$ cat src/rtl/seq_loop_mon_pkg.sv
// Shared types and helpers for the sequential-loop status monitor.
//   txn_state_e  : top-level transaction FSM states
//   loop_state_e : loop tracker FSM states
//   sat_inc()    : saturating increment for counters of any width up to MAX_CNT_W
package seq_loop_mon_pkg;

  typedef enum logic {TXN_IDLE, TXN_BUSY} txn_state_e;
  typedef enum logic {LOOP_IDLE, LOOP_IN} loop_state_e;

  localparam int unsigned MAX_CNT_W = 64;

  // Increment value, holding at all-ones for a counter that is `width` bits wide.
  // Callers zero-extend into MAX_CNT_W and truncate the result back.
  function automatic logic [MAX_CNT_W-1:0] sat_inc(input logic [MAX_CNT_W-1:0] value,
                                                   input int unsigned          width);
    logic [MAX_CNT_W-1:0] max_val;
    // For width == MAX_CNT_W the shift yields 0 and the subtraction wraps to all-ones.
    max_val = (MAX_CNT_W'(1) << width) - MAX_CNT_W'(1);
    return (value == max_val) ? value : value + MAX_CNT_W'(1);
  endfunction

endpackage

$ cat src/rtl/seq_loop_tracker.sv
// Loop tracker: follows one sequential loop of the observed FSM and reports
// trip count and cycle count of the most recent completed loop execution.
// Ports:
//   clock, reset           : clock, async active-high reset
//   enable                 : 0 freezes the FSM and all counters
//   cur_state, prev_state  : observed FSM state this cycle / last cycle
//   *_state, *_valid       : loop boundary states and their qualifiers
//   one_state_loop         : body is one state; every iter_start cycle is an iteration
//   one_state_block        : entry needs no pre-state qualification
//   in_loop                : loop execution in progress
//   loop_exec_count        : completed loop executions
//   loop_last_trip         : iterations of the last execution
//   loop_last_cycles       : cycles of the last execution (post-state cycle excluded)
module seq_loop_tracker
  import seq_loop_mon_pkg::*;
#(
  parameter int STATE_W = 9,
  parameter int CNT_W   = 32
) (
  input  logic               clock,
  input  logic               reset,
  input  logic               enable,
  input  logic [STATE_W-1:0] cur_state,
  input  logic [STATE_W-1:0] prev_state,
  input  logic [STATE_W-1:0] pre_loop_state,
  input  logic               pre_states_valid,
  input  logic [STATE_W-1:0] iter_start_state,
  input  logic [STATE_W-1:0] iter_end_state,
  input  logic               iter_end_states_valid,
  input  logic [STATE_W-1:0] quit_loop_state,
  input  logic               quit_states_valid,
  input  logic [STATE_W-1:0] post_loop_state,
  input  logic               post_states_valid,
  input  logic               one_state_loop,
  input  logic               one_state_block,
  output logic               in_loop,
  output logic [CNT_W-1:0]   loop_exec_count,
  output logic [CNT_W-1:0]   loop_last_trip,
  output logic [CNT_W-1:0]   loop_last_cycles
);

  loop_state_e      state_q, state_d;
  logic             entry_hit, iter_hit, exit_hit;
  logic             do_enter, do_exit;
  logic [CNT_W-1:0] cycle_q, trip_q;

  always_comb begin
    // NOTE: every signal gets a default before any branch so no latch is inferred.
    state_d  = state_q;
    do_enter = 1'b0;
    do_exit  = 1'b0;

    entry_hit = (cur_state == iter_start_state) &&
                (one_state_block || (pre_states_valid && (prev_state == pre_loop_state)));
    iter_hit  = one_state_loop ? (cur_state == iter_start_state)
                               : (iter_end_states_valid && (cur_state == iter_end_state));
    exit_hit  = quit_states_valid && post_states_valid &&
                (prev_state == quit_loop_state) && (cur_state == post_loop_state);

    if (enable) begin
      case (state_q)
        LOOP_IDLE: if (entry_hit) begin
          state_d  = LOOP_IN;
          do_enter = 1'b1;
        end
        LOOP_IN: if (exit_hit) begin
          state_d = LOOP_IDLE;
          do_exit = 1'b1;
        end
        default: state_d = LOOP_IDLE;
      endcase
    end
  end

  // NOTE: sequential state uses non-blocking assignments so all registers update together.
  always_ff @(posedge clock or posedge reset) begin
    if (reset) state_q <= LOOP_IDLE;
    else       state_q <= state_d;
  end

  always_ff @(posedge clock or posedge reset) begin
    if (reset) begin
      cycle_q          <= '0;
      trip_q           <= '0;
      loop_exec_count  <= '0;
      loop_last_trip   <= '0;
      loop_last_cycles <= '0;
    end else if (do_enter) begin
      cycle_q <= CNT_W'(1);
      // The entry cycle can itself close an iteration (single-state body).
      trip_q  <= iter_hit ? CNT_W'(1) : '0;
    end else if (do_exit) begin
      loop_last_trip   <= trip_q;
      loop_last_cycles <= cycle_q;
      loop_exec_count  <= CNT_W'(sat_inc(MAX_CNT_W'(loop_exec_count), CNT_W));
    end else if (enable && (state_q == LOOP_IN)) begin
      cycle_q <= CNT_W'(sat_inc(MAX_CNT_W'(cycle_q), CNT_W));
      if (iter_hit) trip_q <= CNT_W'(sat_inc(MAX_CNT_W'(trip_q), CNT_W));
    end
  end

  assign in_loop = (state_q == LOOP_IN);

endmodule

$ cat src/rtl/seq_loop_status_monitor.sv
// Run-time status monitor for an HLS accelerator. Observes the ap_* handshake
// and the one-hot control FSM; reports transaction count/latency and, via
// seq_loop_tracker, trip and cycle counts of one sequential loop.
// Ports:
//   clock, reset                  : clock, async active-high reset
//   ap_start/ready/done/continue  : observed block-level handshake
//   finish                        : first assertion freezes every counter (sticky)
//   cur_state                     : observed ap_CS_fsm
//   loop boundary states/valids   : see seq_loop_tracker
//   busy, in_loop, frozen         : status flags
//   txn_count, txn_last_lat       : completed transactions / cycles of the last one
//   loop_exec_count, loop_last_*  : loop statistics
module seq_loop_status_monitor
  import seq_loop_mon_pkg::*;
#(
  parameter int STATE_W = 9,
  parameter int CNT_W   = 32
) (
  input  logic               clock,
  input  logic               reset,
  input  logic               ap_start,
  input  logic               ap_ready,
  input  logic               ap_done,
  input  logic               ap_continue,
  input  logic               finish,
  input  logic [STATE_W-1:0] cur_state,
  input  logic [STATE_W-1:0] pre_loop_state,
  input  logic               pre_states_valid,
  input  logic [STATE_W-1:0] iter_start_state,
  input  logic [STATE_W-1:0] iter_end_state,
  input  logic               iter_end_states_valid,
  input  logic [STATE_W-1:0] quit_loop_state,
  input  logic               quit_states_valid,
  input  logic [STATE_W-1:0] post_loop_state,
  input  logic               post_states_valid,
  input  logic               one_state_loop,
  input  logic               one_state_block,
  output logic               busy,
  output logic               in_loop,
  output logic [CNT_W-1:0]   txn_count,
  output logic [CNT_W-1:0]   txn_last_lat,
  output logic [CNT_W-1:0]   loop_exec_count,
  output logic [CNT_W-1:0]   loop_last_trip,
  output logic [CNT_W-1:0]   loop_last_cycles,
  output logic               frozen
);

  txn_state_e         txn_q, txn_d;
  logic               txn_start, txn_done;
  logic               enable;
  logic [CNT_W-1:0]   lat_q;
  logic [STATE_W-1:0] prev_state;

  // ap_ready is observed but plays no part in counting.
  logic unused_ok;
  assign unused_ok = &{1'b0, ap_ready};

  // The finish cycle itself already suppresses updates, so an in-flight
  // transaction or loop is never recorded once finish is seen.
  assign enable = !(frozen || finish);

  always_comb begin
    txn_d     = txn_q;
    txn_start = 1'b0;
    txn_done  = 1'b0;
    if (enable) begin
      case (txn_q)
        TXN_IDLE: if (ap_start) begin
          txn_start = 1'b1;
          // Start and accepted done together: a complete one-cycle transaction.
          if (ap_done && ap_continue) txn_done = 1'b1;
          else                        txn_d    = TXN_BUSY;
        end
        TXN_BUSY: if (ap_done && ap_continue) begin
          txn_done = 1'b1;
          txn_d    = TXN_IDLE;
        end
        default: txn_d = TXN_IDLE;
      endcase
    end
  end

  always_ff @(posedge clock or posedge reset) begin
    if (reset) begin
      txn_q      <= TXN_IDLE;
      frozen     <= 1'b0;
      prev_state <= '0;
    end else begin
      txn_q  <= txn_d;
      frozen <= frozen | finish;
      if (enable) prev_state <= cur_state;
    end
  end

  always_ff @(posedge clock or posedge reset) begin
    if (reset) begin
      lat_q        <= '0;
      txn_count    <= '0;
      txn_last_lat <= '0;
    end else if (txn_start && txn_done) begin
      txn_last_lat <= CNT_W'(1);
      txn_count    <= CNT_W'(sat_inc(MAX_CNT_W'(txn_count), CNT_W));
    end else if (txn_start) begin
      lat_q <= CNT_W'(1);
    end else if (txn_done) begin
      // Latency includes the done cycle itself.
      txn_last_lat <= CNT_W'(sat_inc(MAX_CNT_W'(lat_q), CNT_W));
      txn_count    <= CNT_W'(sat_inc(MAX_CNT_W'(txn_count), CNT_W));
    end else if (enable && (txn_q == TXN_BUSY)) begin
      lat_q <= CNT_W'(sat_inc(MAX_CNT_W'(lat_q), CNT_W));
    end
  end

  assign busy = (txn_q == TXN_BUSY);

  seq_loop_tracker #(
    .STATE_W (STATE_W),
    .CNT_W   (CNT_W)
  ) u_loop (
    .clock                 (clock),
    .reset                 (reset),
    .enable                (enable),
    .cur_state             (cur_state),
    .prev_state            (prev_state),
    .pre_loop_state        (pre_loop_state),
    .pre_states_valid      (pre_states_valid),
    .iter_start_state      (iter_start_state),
    .iter_end_state        (iter_end_state),
    .iter_end_states_valid (iter_end_states_valid),
    .quit_loop_state       (quit_loop_state),
    .quit_states_valid     (quit_states_valid),
    .post_loop_state       (post_loop_state),
    .post_states_valid     (post_states_valid),
    .one_state_loop        (one_state_loop),
    .one_state_block       (one_state_block),
    .in_loop               (in_loop),
    .loop_exec_count       (loop_exec_count),
    .loop_last_trip        (loop_last_trip),
    .loop_last_cycles      (loop_last_cycles)
  );

endmodule

$ cat config.mk
export PLATFORM = sky130hd
export DESIGN_NAME = seq_loop_status_monitor
export DESIGN_NICKNAME = d
export VERILOG_FILES = /design/src/rtl/seq_loop_mon_pkg.sv /design/src/rtl/seq_loop_tracker.sv /design/src/rtl/seq_loop_status_monitor.sv
export SDC_FILE = /design/constraint.sdc
export NUM_CORES = 1
export LEC_CHECK = 0
export CORE_MARGIN = 2
export CORE_UTILIZATION = 54
export CTS_CLUSTER_DIAMETER = 40
export DETAILED_ROUTE_END_ITERATION = 16
export MAX_ROUTING_LAYER = met4
export PLACE_DENSITY = 0.81
export SLEW_MARGIN = 20
export SYNTH_ARGS = -nofsm -noshare
export SYNTH_HDL_FRONTEND = slang
export SYNTH_HIERARCHICAL = 1
export SYNTH_SLANG_ARGS = --single-unit
$ cat constraint.sdc
create_clock -name clock -period 6.21 [get_ports clock]
set_input_delay 1.242 -clock clock [delete_from_list [all_inputs] [get_ports clock]]
set_output_delay 1.242 -clock clock [all_outputs]
set_load 0.1 [all_outputs]
==> results.json <==
{
  "grt-ovfl-total": 0,
  "drtIter0Drc": 1011,
  "synth_top_area_share_pct": 47.35,
  "yosysUniqueCellTypes": 74,
  "p_leak_nw": 7.757,
  "final-max-slew-violation-count": 0,
  "maxCapViolations": 0,
  "drc_errors": 0,
  "yosysMostFrequentCell": "nand2_1",
  "cts_max_path_buffers": 3,
  "cts_hold_buf": 0,
  "detail-route-antenna-nets": 0,
  "clock_sinks": 268,
  "cp-start-kind": "input port",
  "root_buffer": "clkbuf_16",
  "io_buffer_count": 228,
  "cts_buffers": 38,
  "cpPeakStageDelay_ps": 660,
  "area_growth_pct": 26.62,
  "synth_edf_count": 0,
  "fin_area_um2": 17940,
  "placed_cell_area_um2": 16600,
  "postCtsSetupRepairBufs": 0,
  "fin_crit_ps": 4184,
  "crit_path_top_delay_cell": "clkdlybuf4s50_1",
  "grt_busiest_layer": "met2",
  "syn_nets": 1570,
  "arrival_ps": 4560,
  "firstDrtPassIters": 6,
  "fin_crit_sh_pct": 67.37,
  "floorplan.die.width_um": 166.0,
  "antenna_found_initial": 4,
  "final.setup.tns_ps": 0,
  "dieArea_um2": 27540,
  "fin_cells": 2068,
  "r2r_slack_ps": 2930,
  "path_class": "input port to register",
  "min_path_type": "register to register",
  "totalWireLength_mm": 39.90,
  "via_per_inst": 6.062,
  "ctsResizeCount": 0,
  "cp-end-kind": "register",
  "rows": 59,
  "status": "completed",
  "skew_ps": 22.10,
  "drive_gt1_share_pct": 8.849,
  "critPathBufInv": 2,
  "critPathTopFamily": "simple AND/OR/NAND/NOR gates",
  "reg2reg_from": "frozen",
  "first_global_vias": 12507,
  "gp_congestion": 0.8898,
  "r2r_end": "u_loop/cycle_q[13]",
  "total_power_mw": 4.262,
  "synthArstFlopShare_pct": 100.0,
  "gr-usage-all-layers_pct": 29.83,
  "synth_ff_type": "dfrtp_1",
  "max_freq_mhz": 239.0,
  "met2_usage_pct": 46.45,
  "synth_commonest_cells": "nand2_1, dfrtp_1, nand3_1, xor2_1, xnor2_1",
  "synth.largest_area_cell": "dfrtp_1",
  "syn_avg_cell_area_um2": 9.456,
  "syn-cell-area_um2": 14160,
  "synth.area.top_cells": "dfrtp_1, nand2_1, xor2_1",
  "synthCells": 1498,
  "grt_pass1_wl_mm": 65.39,
  "use_met3_pct": 5.815,
  "dp_hpwl_mm": 27.55,
  "nets": 1772,
  "yosys_warnings": 6,
  "setup_violations": 0,
  "crit_fanout": 50,
  "clk_pin_slew_ps": 60,
  "finalHoldViolCount": 0,
  "die_y_um": 166.0,
  "cts_tree": "built",
  "p_per_area_nw_per_um2": 237.6,
  "ff2ff_path_depth": 6,
  "hold-path-endpoint": "u_loop/loop_last_trip[6]",
  "coreArea_um2": 25910,
  "h-tree-depth": 2,
  "worstPathRequired_ps": 6590,
  "whs_path_depth": 2,
  "use_met1_pct": 38.25,
  "io_pins": 230,
  "tightest_slew_ps": 1056,
  "worstPathCellList": "clkdlybuf4s50_1 -> xor2_1 -> nor4_2 -> and4_1 -> nand3_4 -> buf_4 -> nand2_1 -> o31ai_1",
  "worstHoldStart": "u_loop/loop_last_trip[6]",
  "rsz0062_at_grt": "no",
  "vias": 12537,
  "max_slew_margin_pct": 29.37,
  "clk_latency_ps": 520,
  "dp.cells": 1995,
  "seq_area_frac_synth_pct": 47.35,
  "start_util_pct": 54.67,
  "ir_drop_mv": 0.1985,
  "grt_max_degree": 78,
  "wl_per_cell_um": 19.29,
  "ys_ff_latch": 268
}
[logic make-up (layout without fill, tap and decap cells)]
kind of cell             after synthesis  after routing  share of synthesized area, %
XOR/XNOR                             136            136                         8.568
buffers and inverters                112            343                         3.727
AND/OR/NAND/NOR                      712            712                         27.06
other                                  0              4                             0
AO/OA/AOI/OAI                        237            237                         10.73
multiplexers                          28             28                         2.120
flip-flops                           268            268                         47.35
adder cells (fa/ha/maj)                5              5                        0.4417
[worst max-delay path by stage]
stage / slack (ps) / startpoint / endpoint / cells after the start
2_1_floorplan: 620 / reset / u_loop/cycle_q[0] / 1
3_3_place_gp: 1610 / cur_state[0] / u_loop/cycle_q[15] / 8
3_5_place_dp: 1610 / cur_state[0] / u_loop/cycle_q[15] / 8
4_1_cts: 2130 / cur_state[0] / u_loop/cycle_q[15] / 8
5_1_grt: 1930 / cur_state[0] / u_loop/cycle_q[19] / 8
6_report: 2030 / cur_state[0] / u_loop/cycle_q[15] / 8
[where the power goes]
group          switching, mW  internal [mW]  total [mW]  leakage (nW)
Sequential            0.0198           1.77        1.78          3.64
Combinational          0.160         0.0848       0.245          3.46
Clock                  0.833           1.40        2.23         0.652
Total                   1.01           3.25        4.26          7.76
[flip-flops by register name (all words and copies together), names as in the netlist]
name / count
u_loop/in_loop: 1
prev_state: 9
u_loop/loop_exec_count: 32
u_loop/trip_q: 32
u_loop/loop_last_trip: 32
u_loop/cycle_q: 32
lat_q: 32
frozen: 1
busy: 1
u_loop/loop_last_cycles: 32
txn_last_lat: 32
txn_count: 32
[cell type report]
| cell class | count | area, um^2 |
|---|---|---|
| Fill cell | 1961 | 7975 |
| Multi-Input combinational cell | 1118 | 6952 |
| Inverter | 30 | 120.1 |
| Antenna cell | 4 | 10.01 |
| Clock inverter | 20 | 220.2 |
| Clock buffer | 49 | 1106 |
| Sequential cell | 268 | 6706 |
| Timing Repair Buffer | 244 | 2402 |
| Tap cell | 335 | 419.2 |
[per-stage QoR]
| step | utilization, % | hold slack (ps) | worst slack (ps) |
|---|---|---|---|
| 6_report | 69.22 | 470.9 | 2026 |
| 5_1_grt | 69.22 | 500.7 | 1926 |
| 3_3_place_gp | 64.05 | 460.2 | 1609 |
| 2_1_floorplan | - | 458.7 | 619.7 |
| 4_1_cts | 69.17 | 477.1 | 2133 |
| 3_5_place_dp | 64.05 | 461.7 | 1613 |
[tightest hold or removal path, stage by stage (launching register included)]
cell and delay, ps:
dfrtp_1 340, nand2_1 50, nand2_1 50
[placed cells by master (no fill, tap or decap), types with 6 or more instances in the layout]
master	n
nor4_2	8
nand3_1	77
and2_1	17
nor4_1	14
or3_1	15
nor2_1	52
o21ai_0	53
o31ai_1	39
dfrtp_1	268
nor3_2	7
inv_1	27
inv_6	6
nor3_1	17
clkdlybuf4s50_1	228
or4_1	14
clkbuf_16	41
a21oi_1	55
buf_4	16
a31oi_1	7
and3_1	44
xor2_1	69
and4_1	27
mux2i_1	12
nand2_1	306
o41ai_1	13
nand4b_1	13
xnor2_1	64
o21ai_1	30
nand4_1	57
nand2b_1	10
mux2_2	15
[layer usage]
metal  wire length [um]  share of wire [%]
met5                  0                  0
met4               1530                3.8
met3               3031                7.6
met2              18950                 47
met1              16390                 41
No activity file was read; power rests on OpenSTA's default activity.
